===== src/rtl/vga_pkg.sv =====
// Shared VGA timing constants and board types for the game logic, timing generator and painter.
// Default timing is 640x480 @ 60 Hz with a 25 MHz pixel rate.
package vga_pkg;

    localparam int unsigned CNT_W     = 10;

    localparam int unsigned H_VISIBLE = 640;
    localparam int unsigned H_FP      = 16;
    localparam int unsigned H_SYNC    = 96;
    localparam int unsigned H_BP      = 48;
    localparam int unsigned H_TOTAL   = H_VISIBLE + H_FP + H_SYNC + H_BP;

    localparam int unsigned V_VISIBLE = 480;
    localparam int unsigned V_FP      = 10;
    localparam int unsigned V_SYNC    = 2;
    localparam int unsigned V_BP      = 33;
    localparam int unsigned V_TOTAL   = V_VISIBLE + V_FP + V_SYNC + V_BP;

    typedef logic [3:0]    tile_t;
    typedef tile_t [15:0]  board_t;

endpackage


===== src/rtl/vga_timing_gen_if.sv =====
// Pixel-coordinate interface from the timing generator (master) to the screen painter (slave).
// Carries the live counters, the visible-area flag and the per-frame board snapshot.
interface vga_timing_gen_if
    import vga_pkg::*;
();

    logic [CNT_W-1:0] hs;
    logic [CNT_W-1:0] vs;
    logic             blank_n;
    logic             frame_start;
    board_t           states;
    logic             win;
    logic             lose;

    modport master (
        output hs, vs, blank_n, frame_start, states, win, lose
    );

    modport slave (
        input hs, vs, blank_n, frame_start, states, win, lose
    );

endinterface


===== src/rtl/wrap_counter.sv =====
// Enabled up-counter wrapping at MAX; carry flags the enabled wrap so counters can be chained.
// next exposes the post-edge value so callers can register decodes aligned with count.
module wrap_counter #(
    parameter int unsigned W   = 10,
    parameter int unsigned MAX = 799
) (
    input  logic         clk,
    input  logic         reset,
    input  logic         en,
    output logic [W-1:0] count,
    output logic [W-1:0] next,
    output logic         carry
);

    always_comb begin
        carry = en && (count == W'(MAX));
        next  = count;
        if (en) begin
            next = carry ? '0 : count + 1'b1;
        end
    end

    always_ff @(posedge clk or negedge reset) begin
        if (!reset) begin
            count <= '0;
        end else begin
            count <= next;
        end
    end

endmodule


===== src/rtl/vga_timing_gen.sv =====
// VGA timing generator: 25 MHz pixel enable from the 50 MHz clock, h/v counters, sync/blank
// decode and a board snapshot taken on entry to vblank so each frame draws a stable board.
module vga_timing_gen
    import vga_pkg::*;
#(
    parameter int unsigned H_VISIBLE = vga_pkg::H_VISIBLE,
    parameter int unsigned H_FP      = vga_pkg::H_FP,
    parameter int unsigned H_SYNC    = vga_pkg::H_SYNC,
    parameter int unsigned H_BP      = vga_pkg::H_BP,
    parameter int unsigned V_VISIBLE = vga_pkg::V_VISIBLE,
    parameter int unsigned V_FP      = vga_pkg::V_FP,
    parameter int unsigned V_SYNC    = vga_pkg::V_SYNC,
    parameter int unsigned V_BP      = vga_pkg::V_BP
) (
    input  logic              clk,
    input  logic              reset,
    input  board_t            states_in,
    input  logic              win_in,
    input  logic              lose_in,
    output logic              hsync,
    output logic              vsync,
    output logic              sync_n,
    output logic              vga_clk,
    vga_timing_gen_if.master  pix
);

    localparam int unsigned HLAST    = H_VISIBLE + H_FP + H_SYNC + H_BP - 1;
    localparam int unsigned VLAST    = V_VISIBLE + V_FP + V_SYNC + V_BP - 1;
    localparam int unsigned HS_START = H_VISIBLE + H_FP;
    localparam int unsigned HS_END   = H_VISIBLE + H_FP + H_SYNC - 1;
    localparam int unsigned VS_START = V_VISIBLE + V_FP;
    localparam int unsigned VS_END   = V_VISIBLE + V_FP + V_SYNC - 1;

    logic             pix_en;
    logic [CNT_W-1:0] h_next;
    logic [CNT_W-1:0] v_next;
    logic             h_carry;
    logic             v_carry;
    logic             hsync_d;
    logic             vsync_d;
    logic             blank_n_d;
    logic             snap;

    wrap_counter #(
        .W   (CNT_W),
        .MAX (HLAST)
    ) u_hcnt (
        .clk   (clk),
        .reset (reset),
        .en    (pix_en),
        .count (pix.hs),
        .next  (h_next),
        .carry (h_carry)
    );

    wrap_counter #(
        .W   (CNT_W),
        .MAX (VLAST)
    ) u_vcnt (
        .clk   (clk),
        .reset (reset),
        .en    (h_carry),
        .count (pix.vs),
        .next  (v_next),
        .carry (v_carry)
    );

    // Decode from the next count so the registered flags line up with hs/vs.
    always_comb begin
        hsync_d   = !((h_next >= CNT_W'(HS_START)) && (h_next <= CNT_W'(HS_END)));
        vsync_d   = !((v_next >= CNT_W'(VS_START)) && (v_next <= CNT_W'(VS_END)));
        blank_n_d = (h_next < CNT_W'(H_VISIBLE)) && (v_next < CNT_W'(V_VISIBLE));
        snap      = h_carry && (pix.vs == CNT_W'(V_VISIBLE - 1));
    end

    always_ff @(posedge clk or negedge reset) begin
        if (!reset) begin
            pix_en          <= 1'b0;
            hsync           <= 1'b1;
            vsync           <= 1'b1;
            pix.blank_n     <= 1'b1;
            pix.frame_start <= 1'b0;
            pix.states      <= '0;
            pix.win         <= 1'b0;
            pix.lose        <= 1'b0;
        end else begin
            pix_en          <= ~pix_en;
            hsync           <= hsync_d;
            vsync           <= vsync_d;
            pix.blank_n     <= blank_n_d;
            pix.frame_start <= h_carry && v_carry;
            if (snap) begin
                pix.states <= states_in;
                pix.win    <= win_in;
                pix.lose   <= lose_in;
            end
        end
    end

    assign vga_clk = pix_en;
    assign sync_n  = 1'b0;

endmodule


===== src/flat_wrapper.sv =====
// flat-port wrapper written by rule: the top's interface ports become plain ports
module vga_timing_gen_flat import vga_pkg::*;
#(
    parameter int unsigned H_VISIBLE = vga_pkg::H_VISIBLE,
    parameter int unsigned H_FP      = vga_pkg::H_FP,
    parameter int unsigned H_SYNC    = vga_pkg::H_SYNC,
    parameter int unsigned H_BP      = vga_pkg::H_BP,
    parameter int unsigned V_VISIBLE = vga_pkg::V_VISIBLE,
    parameter int unsigned V_FP      = vga_pkg::V_FP,
    parameter int unsigned V_SYNC    = vga_pkg::V_SYNC,
    parameter int unsigned V_BP      = vga_pkg::V_BP
)
  (clk, reset, states_in, win_in, lose_in, hsync, vsync, sync_n, vga_clk, pix_hs, pix_vs, pix_blank_n, pix_frame_start, pix_states, pix_win, pix_lose);
  vga_timing_gen_if pix_i ();
  input  logic clk;
  input  logic reset;
  input  board_t states_in;
  input  logic win_in;
  input  logic lose_in;
  output logic hsync;
  output logic vsync;
  output logic sync_n;
  output logic vga_clk;
  output wire logic [$bits(pix_i.hs)-1:0] pix_hs;
  output wire logic [$bits(pix_i.vs)-1:0] pix_vs;
  output wire logic [$bits(pix_i.blank_n)-1:0] pix_blank_n;
  output wire logic [$bits(pix_i.frame_start)-1:0] pix_frame_start;
  output wire logic [$bits(pix_i.states)-1:0] pix_states;
  output wire logic [$bits(pix_i.win)-1:0] pix_win;
  output wire logic [$bits(pix_i.lose)-1:0] pix_lose;
  assign pix_hs = pix_i.hs;
  assign pix_vs = pix_i.vs;
  assign pix_blank_n = pix_i.blank_n;
  assign pix_frame_start = pix_i.frame_start;
  assign pix_states = pix_i.states;
  assign pix_win = pix_i.win;
  assign pix_lose = pix_i.lose;
  vga_timing_gen #(.H_VISIBLE(H_VISIBLE), .H_FP(H_FP), .H_SYNC(H_SYNC), .H_BP(H_BP), .V_VISIBLE(V_VISIBLE), .V_FP(V_FP), .V_SYNC(V_SYNC), .V_BP(V_BP)) u_core (.clk(clk), .reset(reset), .states_in(states_in), .win_in(win_in), .lose_in(lose_in), .hsync(hsync), .vsync(vsync), .sync_n(sync_n), .vga_clk(vga_clk), .pix(pix_i));
endmodule

===== config.mk =====
export PLATFORM = sky130hd
export DESIGN_NAME = vga_timing_gen_flat
export DESIGN_NICKNAME = d
export VERILOG_FILES = /design/src/rtl/vga_pkg.sv /design/src/rtl/vga_timing_gen_if.sv /design/src/rtl/wrap_counter.sv /design/src/rtl/vga_timing_gen.sv /design/src/flat_wrapper.sv
export SDC_FILE = /design/constraint.sdc
export NUM_CORES = 1
export LEC_CHECK = 0
export BUFFER_PORTS_ARGS = -buffer_cell sky130_fd_sc_hd__buf_2
export CORE_MARGIN = 10
export CORE_UTILIZATION = 50
export CTS_CLUSTER_DIAMETER = 150
export DETAILED_ROUTE_END_ITERATION = 8
export HOLD_SLACK_MARGIN = 0.12
export PLACE_DENSITY = 0.82
export RECOVER_POWER = 25
export SKIP_LAST_GASP = 1
export SYNTH_ARGS = -nofsm -noshare
export SYNTH_HDL_FRONTEND = slang
export SYNTH_SLANG_ARGS = --single-unit

===== constraint.sdc =====
create_clock -name clk -period 5.6 [get_ports clk]
set_input_delay 0.28 -clock clk [delete_from_list [all_inputs] [get_ports clk]]
set_output_delay 0.28 -clock clk [all_outputs]
set_load 0.05 [all_outputs]

Word-level counts from Yosys, hierarchy flattened

Index checks and enable logic that the tools add are counted.

Flip-flop bits (word level): 91
Input bits: 68
Word-level logic and storage cells: 50

$add $sub $neg: 2
$lt $le $gt $ge: 6
Equal/unequal tests: 3
Muxes and demuxes: 4
Bitwise gates (word level): 1
Reductions and logical operators: 9

Operator list:

| kind                                                                                  | number |
|---|---|
| 10-bit two-way mux                                                                    | 4 |
| 10-bit by 1-bit adder with 10-bit output (second input constant)                      | 2 |
| 10-bit equality test (second input constant)                                          | 2 |
| 10-bit by 9-bit equality test with 1-bit output (second input constant)               | 1 |
| 10-bit greater-or-equal comparator (second input constant)                            | 1 |
| 10-bit by 9-bit greater-or-equal comparator with 1-bit output (second input constant) | 1 |
| 10-bit less-or-equal comparator (second input constant)                               | 1 |
| 10-bit by 9-bit less-or-equal comparator with 1-bit output (second input constant)    | 1 |
| 10-bit < comparator (second input constant)                                           | 1 |
| 10-bit by 9-bit < comparator with 1-bit output (second input constant)                | 1 |
| 1-bit logical AND                                                                     | 7 |
| 1-bit zero test                                                                       | 2 |
| 1-bit NOT                                                                             | 1 |

Depth between registers and ports, before layout

Depth in word-level cells: 8
Mapped depth: 7

By module

Synthesis repeated with hierarchy kept, for this count alone.

Cell total of the unflattened synthesis: 264
Area, all modules: 3721.1 µm²

Modules (own cells, without submodules):

| module                       | times used | cells each | area each (µm²) |
|---|---|---|---|
| vga_timing_gen               | 1          | 163        | 2698.8 |
| wrap_counter (u_core.u_hcnt) | 1          | 54         | 519.2 |
| wrap_counter (u_core.u_vcnt) | 1          | 47         | 503.0 |

Worst setup path before layout

Ideal clock, no wire load.

Path type: flip-flop to flip-flop
Start: reg u_core.u_hcnt.count[0]
End: reg u_core.pix.lose
Library setup time: 0.125 ns
Arrival time: 2.569 ns
Data required time: 5.475 ns
Slack: 2.906 ns
Stages on the path, launching flop included: 8
Cell sequence: dfrtp_1 -> ha_1 -> nand4_1 -> or4_4 -> or3_4 -> buf_6 -> buf_6 -> mux2_4

Cells in the longest elaborated chain, start to end: 3

RTL lines:

| what                   | line                    | RTL |
|---|---|---|
| from (decl)            | wrap_counter.sv:10      | `output logic [W-1:0] count,` |
| from (signal assigned) | wrap_counter.sv:27      | `count <= next;` |
| 10-bit equality test   | wrap_counter.sv:16      | `carry = en && (count == W'(MAX));` |
| 1-bit logical AND      | wrap_counter.sv:16      |  |
| 1-bit logical AND      | vga_timing_gen.sv:73    | `snap = h_carry && (pix.vs == CNT_W'(V_VISIBLE - 1));` |
| to (signal assigned)   | vga_timing_gen.sv:95    | `pix.lose <= lose_in;` |
| to (decl)              | vga_timing_gen_if.sv:16 | `output hs, vs, blank_n, frame_start, states, win, lose` |

Every way passes these cells.
A chain may end at the register's enable or synchronous reset.

Final worst setup path

Start: reg u_core.u_hcnt.count[0]
End: reg u_core.pix.states[51]

Cells in the longest elaborated chain, start to end: 3

RTL lines:

| what                 | line                    | RTL |
|---|---|---|
| 10-bit equality test | wrap_counter.sv:16      |  |
| 1-bit logical AND    | wrap_counter.sv:16      |  |
| 1-bit logical AND    | vga_timing_gen.sv:73    |  |
| to (signal assigned) | vga_timing_gen.sv:93    | `pix.states <= states_in;` |
| to (decl)            | vga_timing_gen_if.sv:16 |  |

Every way passes these cells.

==> out/qor.yml <==
portBuffers: 158
die_area_sq_um: 11900
drt_iter0_markers: 126
die_h_um: 109
first_pass_iters: 4
nNetsFinal: 518
synth_edf_count: 0
path_clk_slew_ps: 90
gr-usage-all-layers: 0.158
final_cell_mix: "buf_2 (157), dfrtp_1 (88), mux2_4 (40), mux2_2 (26), nand2_1 (19)"
syn2layout_area_growth_pct: 25.7
status: "finished, final reports clean"
seqCellArea_sq_um: 2280
vdd.ir_drop.worst_uv: 142
synth.area.mux_share: 0.227
place.gp.congestion: 0.881
synthCells: 291
grt_max_degree: 92
overflow: 0
drcViolationCount: 0
slew_headroom: 0.252
n_antenna_cell: 0
power_mw: 1.30
finClkSkew_ps: 16.9
holdWs_ps: 109
hold_violations: 0
cts_buffers: 9
yosys_register_bits: 91
cts_setup_buffers: 0
r2r_end: "u_core.pix.states[51]"
max_clock_freq_ghz: 0.356
worstMarginPinSlew_ps: 1120
syn_nets: 362
clk_path_buf_depth: 2
required_ps: 5830
dp.cells: 538
drive_above_1_share: 0.541
cp-endpoint: "u_core.pix.states[51]"
leakage_nw: 2.53
ys_warn_count: 0
grt_pass1_wl_um: 15100
avgViaCountPerCell: 5.16
period_share: 0.502
multi_input_area_sq_um: 1580
coreArea_sq_um: 7730
fin_area_sq_um: 5010
path_max_fanout: 66
setup.worst_path.start: "u_core.u_hcnt.count[0]"
clkSinkCount: 91
p_per_area_nw_per_um2: 260
post_cts_resized: 0
cp.arrival_ps: 3040
start_util: 0.516
post_synth_instance_area_sq_um: 3990
cts_tree: "yes"
wl_per_cell_um: 17.6
fp-row-count: 32
slew_violations: 0
final_antenna_net_count: 0
cts_hold_buffers: 0
drt_wl_total_um: 9720
clock_latency_ps: 350
ys_seq_area_frac: 0.572
antenna_found_initial: 0
pre_cts_slack_ps: 2830
finalNonFillerCells: 553
final-setup-viol-count: 0
period_needed_ps: 2810
fillers: 618
r2r-start: "u_core.u_hcnt.count[0]"
ff2ff_setup_slack_ps: 2790
syn_avg_cell_area_sq_um: 13.7
worst_slack_ps: 2790
worstSetupPathType: "reg -> reg"
place_area_sq_um: 4820
synthSimpleGateAreaFrac: 0.0958
tns_ps: 0
cts_max_level: 3
layout_commonest_cell: "buf_2"
rsz0062_at_grt: "no"
ios: 160
via_count: 2851
start_kind: "flip-flop"
cp-end-kind: "flip-flop"
synth_top_family_by_area: "multiplexers"
cts_root_buffer: "clkbuf_8"
dominantRegCellSynth: "dfrtp_1"
synth_compound_gate_area_share: 0.0389
async_flop_share: 1.00
finish.utilization: 0.648
grt_pass1_vias: 3010
hp-class: "in -> async"
dp_hpwl_um: 7260
reg2regPathDepth: 5
maxCapViolCount: 0
synth_cell_types: 39
die_w_um: 109
synth-xor-area-share: 0.0242
synthAdderAreaFrac: 0.00942
-- area by class of cell --
type	instances	area share
clock buffers	11	0.0262
flip-flops and latches	91	0.456
repair buffers	159	0.160
multi-input cells	178	0.316
well taps	102	0.0255
clock inverters	4	0.0105
inverters	8	0.00600
-- where the power goes --
group | switching (mW) | internal, mW | total (mW)
Sequential | 0.0125 | 0.681 | 0.693
Combinational | 0.126 | 0.0583 | 0.185
Clock | 0.220 | 0.204 | 0.424
-- Yosys cell counts (2+ instances only) --
library cell,instances,area share
a21oi_1,5,0.0063
nand4_1,5,0.0078
nand4b_1,2,0.0044
or3_1,2,0.0031
nor2b_1,2,0.0031
nor2_1,9,0.0085
nor3_1,2,0.0025
dfrtp_1,88,0.55
dfstp_2,3,0.020
ha_1,3,0.0094
buf_2,2,0.0025
mux2_2,26,0.073
xnor2_1,10,0.022
o21ai_0,12,0.015
nor4_1,5,0.0078
nand2_1,19,0.018
mux2_4,40,0.15
or4_1,5,0.0094
and3_1,3,0.0047
nand3_1,10,0.013
clkbuf_1,6,0.0057
buf_6,5,0.014
and4_1,3,0.0066
a211oi_1,2,0.0038
inv_1,8,0.0075
-- worst max-delay path, cell delays in order (launching register included) --
cell     delay (ps)
dfrtp_1         410
ha_1            220
nand4_1         180
or4_4           600
or3_4           740
mux2_4          460
-- sequential cells by signal (all words and copies together) (netlist names) --
name / cells
u_core.hsync: 1
u_core.pix.blank_n: 1
u_core.pix.frame_start: 1
u_core.pix.lose: 1
u_core.pix.states: 64
u_core.pix.win: 1
u_core.u_hcnt.count: 10
u_core.u_vcnt.count: 10
u_core.vga_clk: 1
u_core.vsync: 1
-- per-layer routing --
layer,share of wire,GRT usage,up-vias
met1,0.41,0.195,1379
met4,0.015,0.0511,0
li1,-,-,1346
met3,0.085,0.0507,15
met5,0,0,-
met2,0.49,0.259,111
-- kinds of logic (layout without fill, tap and decap cells) --
kind of cell,after synthesis,after routing
compound gates,26,26
xor+xnor,11,11
fa+ha+maj,3,3
buf+inv,22,182
flops,91,91
mux,67,67
other cells,1,1
simple gates,70,70
-- how the worst min path moves through the flow --
stage | from | end | slack [ps]
global route | states_in[30] | u_core.pix.states[30] | 130
global placement | u_core.pix.states[27] | u_core.pix.states[27] | 480
finish | reset | u_core.pix.states[20] | 110
CTS | states_in[30] | u_core.pix.states[30] | 130
floorplan | reset | u_core.pix.frame_start | -20
detailed placement | u_core.pix.states[22] | u_core.pix.states[22] | 490
Power figures use the tool's default switching activity.
